==> src/rtl/mux4_rr_sequencer.sv <==
// Round-robin sequencer driving a 4:1 mux select: arbitrates req, holds sel
// steady while capturing mux_y, hands data off on valid/ready and acks the channel.
module mux4_rr_sequencer #(
  parameter int DATA_W = 1
) (
  input  logic              clk,
  input  logic              rst,
  input  logic [3:0]        req,
  input  logic [DATA_W-1:0] mux_y,
  output logic [1:0]        sel,
  output logic [DATA_W-1:0] out_data,
  output logic              out_valid,
  input  logic              out_ready,
  output logic [3:0]        ack,
  output logic [7:0]        grant_cnt
);

  typedef enum logic [1:0] {IDLE, SAMPLE, OUT} state_t;

  state_t            state, state_nxt;
  logic [1:0]        sel_nxt;
  logic [1:0]        last, last_nxt;
  logic [DATA_W-1:0] data_nxt;
  logic              valid_nxt;
  logic [3:0]        ack_nxt;
  logic [7:0]        cnt_nxt;
  logic [3:0]        req_eff;

  // First requester searching upward from the channel after 'from', wrapping
  // around so that 'from' itself is considered last.
  function automatic logic [1:0] rr_pick(input logic [3:0] r, input logic [1:0] from);
    logic [1:0] idx;
    logic [1:0] win;
    win = from;
    for (int k = 4; k >= 1; k--) begin
      idx = from + 2'(k);
      if (r[idx]) win = idx;
    end
    return win;
  endfunction

  // A channel just acknowledged cannot be re-granted from its stale request.
  assign req_eff = req & ~ack;

  always_comb begin
    state_nxt = state;
    sel_nxt   = sel;
    last_nxt  = last;
    data_nxt  = out_data;
    valid_nxt = out_valid;
    ack_nxt   = 4'b0000;
    cnt_nxt   = grant_cnt;
    case (state)
      IDLE: begin
        if (|req_eff) begin
          sel_nxt   = rr_pick(req_eff, last);
          state_nxt = SAMPLE;
        end
      end
      SAMPLE: begin
        data_nxt  = mux_y;
        valid_nxt = 1'b1;
        state_nxt = OUT;
      end
      OUT: begin
        if (out_valid && out_ready) begin
          valid_nxt = 1'b0;
          ack_nxt   = 4'b0001 << sel;
          last_nxt  = sel;
          cnt_nxt   = grant_cnt + 8'd1;
          state_nxt = IDLE;
        end
      end
      default: state_nxt = IDLE;
    endcase
  end

  // last resets to 3 so the first arbitration after reset favours channel 0.
  always_ff @(posedge clk or posedge rst) begin
    if (rst) begin
      state     <= IDLE;
      sel       <= 2'd0;
      last      <= 2'd3;
      out_data  <= '0;
      out_valid <= 1'b0;
      ack       <= 4'b0000;
      grant_cnt <= 8'd0;
    end else begin
      state     <= state_nxt;
      sel       <= sel_nxt;
      last      <= last_nxt;
      out_data  <= data_nxt;
      out_valid <= valid_nxt;
      ack       <= ack_nxt;
      grant_cnt <= cnt_nxt;
    end
  end

endmodule
==> config.mk <==
export PLATFORM = sky130hd
export DESIGN_NAME = mux4_rr_sequencer
export DESIGN_NICKNAME = d
export VERILOG_FILES = /design/src/rtl/mux4_rr_sequencer.sv
export SDC_FILE = /design/constraint.sdc
export NUM_CORES = 1
export LEC_CHECK = 0
export CORE_MARGIN = 2
export CORE_UTILIZATION = 49
export CTS_BUF_LIST = sky130_fd_sc_hd__clkbuf_4 sky130_fd_sc_hd__clkbuf_8
export CTS_CLUSTER_SIZE = 40
export DETAILED_ROUTE_END_ITERATION = 8
export PLACE_DENSITY = 0.81
export SETUP_SLACK_MARGIN = 0.02
export SLEW_MARGIN = 25
export SYNTH_ARGS = -nofsm -noshare
export SYNTH_HDL_FRONTEND = slang
export SYNTH_SLANG_ARGS = --single-unit
==> constraint.sdc <==
create_clock -name clk -period 1.6 [get_ports clk]
set_input_delay 0.16 -clock clk [delete_from_list [all_inputs] [get_ports clk]]
set_output_delay 0.16 -clock clk [all_outputs]
set_load 0.02 [all_outputs]
# Yosys cells after proc, flatten, opt, wreduce, memory -nomap -nowiden
# Index checks and enable logic that the tools add are counted.
# classes
n_addsub	4
order_cmp	3
eq_ne	4
n_shift	1
mux	16
n_bitwise	2
n_reduce_logical	8
# ops
operator	n
2-to-1 mux 2 bit	5
less-than comparator 2 x 3 -> 1 bit, second input constant	3
adder 8 x 1 -> 8 bit, second input constant	1
2-to-1 mux 4 bit	2
AND reduction 2 bit	4
binary-select mux 1 bit (select 2 bit)	3
one-hot mux 2 bit (3 select lines)	1
adder 2 bit, second input constant	2
AND 4 bit	1
2-to-1 mux 1 bit	4
!= test 2 bit, second input constant	2
NOT 4 bit	1
OR reduction 4 bit	1
<< shifter 1 x 2 -> 4 bit, first input constant	1
adder 2 x 1 -> 2 bit, second input constant	1
equality test 2 x 1 -> 1 bit, second input constant	1
equality test 2 bit, second input constant	1
zero test 2 bit	1
one-hot mux 1 bit (2 select lines)	1
nonzero test 2 bit	1
logical AND 1 bit	1
# totals
register_bits	20
output_inout_bits	16

# Logic depth before layout (Yosys ltp)
# logic_depth
ltp_word	7
mapped_depth	5
mapped_depth_nobuf	4

# Worst setup path before layout
# Ideal clock, no wire load.
# synth_path
path_kind	reg-to-reg
start	register out_valid
end	register grant_cnt[5]
setup_ps	129
t_arrival_ps	1220
path_slack_ps	251
stages_incl_launch_ff	5
n_path_buf	0
period_less_slack_ps	1349
cell_sequence	dfrtp_1 -> nand4b_1 -> nor2_1 -> nand3_1 -> xnor2_1
# synth_between
elab_chain_cells	2
# synth_rtl
element	line	source
start: declaration	12	output logic out_valid,
start signal: assignment	93	out_valid <= valid_nxt;
logical AND 1 bit	66	if (out_valid && out_ready) begin
AND reduction 2 bit (no source line)	-	
end signal: assignment	95	grant_cnt <= cnt_nxt;
end: declaration	15	output logic [7:0] grant_cnt
# No other way between the ends.
# A chain may end at the register's enable or synchronous reset.

# Final worst setup path
# layout_path
start	register grant_cnt[0]
end	output port grant_cnt[0]
# No word-level cell between the ends.

==> results.yml <==
cells_and_area:
  fin_nets: 121
  diodes: 0
  drive_above_1_share: 0.117
  syn2layout_area_growth_pct: 37.4
  n_fill_cell: 131
clocking:
  ctsHoldBuffers: 0
  cts_sinks: 20
  cts_tree: "built"
  clk_latency_ns: 0.30
  cts_buffers: 3
  post_cts_buffers: 0
  cts_root_buf: "clkbuf_4"
  clkTransAtPathRegs_ns: 0.11
  htreeDepth: 1
  clockBufferDepth: 2
synth:
  synth-edff-count: 0
  mappedNetlistNets: 90
  synth_area_leaders: "dfrtp_1 50%, dfstp_2 5.9%, xnor2_1 5.9%"
  synth.cell_area_um2: 893
  ys_seq_elements: 20
  ys.flop_type: "dfrtp_1"
  yosysUniqueCellTypes: 31
  synth_cells: 81
  yosysSeqAreaShare: 0.563
  yosysTopAreaCellShare: 0.504
  yosys.area.top_type: "dfrtp_1"
  ys_warn_count: 0
  ys_async_sr_fraction: 1.00
  syn_avg_cell_area_um2: 11.0
grt:
  grt_overflow: 0
  antenna_found_initial: 0
  globalRouteTotalUtil: 0.200
  grt_pass1_vias: 692
  grt_max_degree: 21
  grt_pass1_wl_um: 2970
power:
  pwr_density_cell_nw_per_um2: 1600
  vdd_drop_max_v: 0.00102
  p_leak_nw: 0.603
critical_path:
  slowest_delay_ns: 0.63
  critical_path_class: "reg -> out"
  critPathTopFamily: "buffers and inverters"
  crit_chain: "clkdlybuf4s50_1"
  worstReg2RegEnd: "sel[0]$_DFFE_PP0P_"
  cp.depth: 1
  worstPathMaxFanout: 4
  cp.required_ns: 1.44
  worstReg2RegStart: "ack[1]$_DFF_PP0_"
  worstPathArrival_ns: 1.35
  endpoint_kind: "output port"
  worstRegToRegCells: 4
  startpoint_type: "register"
  regToRegSetupSlack_ns: 0.29
  cp_num_buf_inv: 1
  slowest_stage: "clkdlybuf4s50_1"
timing:
  setup_viol: 0
  final-hold-violation-count: 0
  finalCritPeriodShare: 0.944
  rsz0062_at_grt: "no"
  relSlewSlack: 0.824
  setup_ws_ns: 0.0893
  period_minus_slack_ns: 1.51
  max_clock_freq_mhz: 662
  finClkSkew_ns: 0.00507
  drv_slew: 0
  worst_pin_slew_ns: 0.263
  whs_ns: 0.163
  finalSetupTns_ns: 0
die:
  coreArea_um2: 1730
  ios: 24
  die_h_um: 46.7
  row_count: 15
  initial_utilization: 0.517
  fp.dieArea_um2: 2180
  fp.dieW_um: 46.7
routing:
  vias_per_cell: 5.40
  dr.pass1.iters: 5
  drcViolationCount: 0
  vias: 734
  wire_per_inst_um: 13.1
  routed_wl_um: 1780
  ant_nets: 0
  drt_iter0_drc: 19
placement:
  hpwl_um: 1340
  gp_congestion: 0.767
  io_buffers: 23
  place_ws_ns: 0.0826
flow_run:
  maxCapViolCount: 0
run_status:
  status: "complete, no violations"
hold_path:
  min_path_type: "in -> async"
## layout make-up
| class | instances | area (um2) | share of cell area |
|---|---|---|---|
| Clock buffer | 4 | 36.3 | 0.0296 |
| Inverter | 3 | 11.3 | 0.00917 |
| Multi-Input combinational cell | 57 | 374 | 0.305 |
| Sequential cell | 20 | 503 | 0.410 |
| Tap cell | 25 | 31.3 | 0.0255 |
| Timing Repair Buffer | 27 | 272 | 0.221 |
## cells in the mapped netlist (2+ instances only)
master,instances
nand4_1,2
and3_1,3
nor3b_1,2
dfstp_2,2
inv_1,3
a21oi_1,3
xnor2_1,6
dfrtp_1,18
and2b_1,2
nor2_1,3
nand3_1,4
nand2_1,11
nand2b_1,4
## cell families after synthesis
family	count (synthesis)	synth area share
buf+inv	4	0.0182
xor+xnor	7	0.0686
simple gates	35	0.207
flops	20	0.563
mux	1	0.0126
fa+ha+maj	1	0.0140
compound gates	13	0.116
## how the worst max path moves through the flow
stage                     slack, ns                        to                      from
final                          0.09              grant_cnt[0]  grant_cnt[0]$_DFFE_PP0P_
after global routing           0.04              grant_cnt[0]  grant_cnt[0]$_DFFE_PP0P_
after CTS                      0.04                    sel[0]        sel[0]$_DFFE_PP0P_
after detailed placement       0.08        sel[0]$_DFFE_PP0P_                    req[1]
after global placement         0.12        sel[0]$_DFFE_PP0P_                    req[1]
after floorplan                0.25  grant_cnt[5]$_DFFE_PP0P_     out_valid$_DFFE_PP0P_
## placed cells by master, fill, tap and decap left out, drive strengths merged, types with 3 or more instances in the layout
master          n
a21oi           3
and3            3
buf             4
clkbuf          4
clkdlybuf4s50  17
dfrtp          18
dlymetal6s2s    5
inv             3
nand2          11
nand2b          4
nand3           4
nor2            3
xnor2           6
## registers in the layout (all words and copies together) (netlist names)
name / count
grant_cnt: 8
ack: 4
last: 2
sel: 2
state: 2
out_data: 1
out_valid: 1
## power breakdown
group / internal, W / leakage, nW / switching [W] / total [W]
clock network: 0.000139 / 0.0210 / 0.000151 / 0.000290
logic: 0.000412 / 0.328 / 0.000384 / 0.000796
registers: 0.000681 / 0.254 / 0.000196 / 0.000878
total: 0.00123 / 0.603 / 0.000731 / 0.00196
## metal layers
metal,up-vias,track usage,part of all wire
met5,-,0,0
met4,0,0.0833,0.013
met3,2,0.0510,0.049
met2,26,0.347,0.52
met1,361,0.234,0.42
li1,345,-,-
## per-stage QoR
stage	total power, W	instances	util	instance area [um2]
2_1_floorplan	0.00133	81	-	893
3_5_place_dp	0.00170	132	0.683	1180
4_1_cts	0.00199	136	0.704	1210
3_3_place_gp	0.00167	132	0.683	1180
5_1_grt	0.00211	136	0.711	1230
6_report	0.00196	136	0.711	1230
## repair_timing
action / 4_1_cts / 5_1_grt
pin swaps: 0 / 0
gates cloned: 0 / 0
setup endpoints to repair: 1 / 5
gates resized for setup: 1 / 5
No activity file was read; power rests on OpenSTA's default activity.
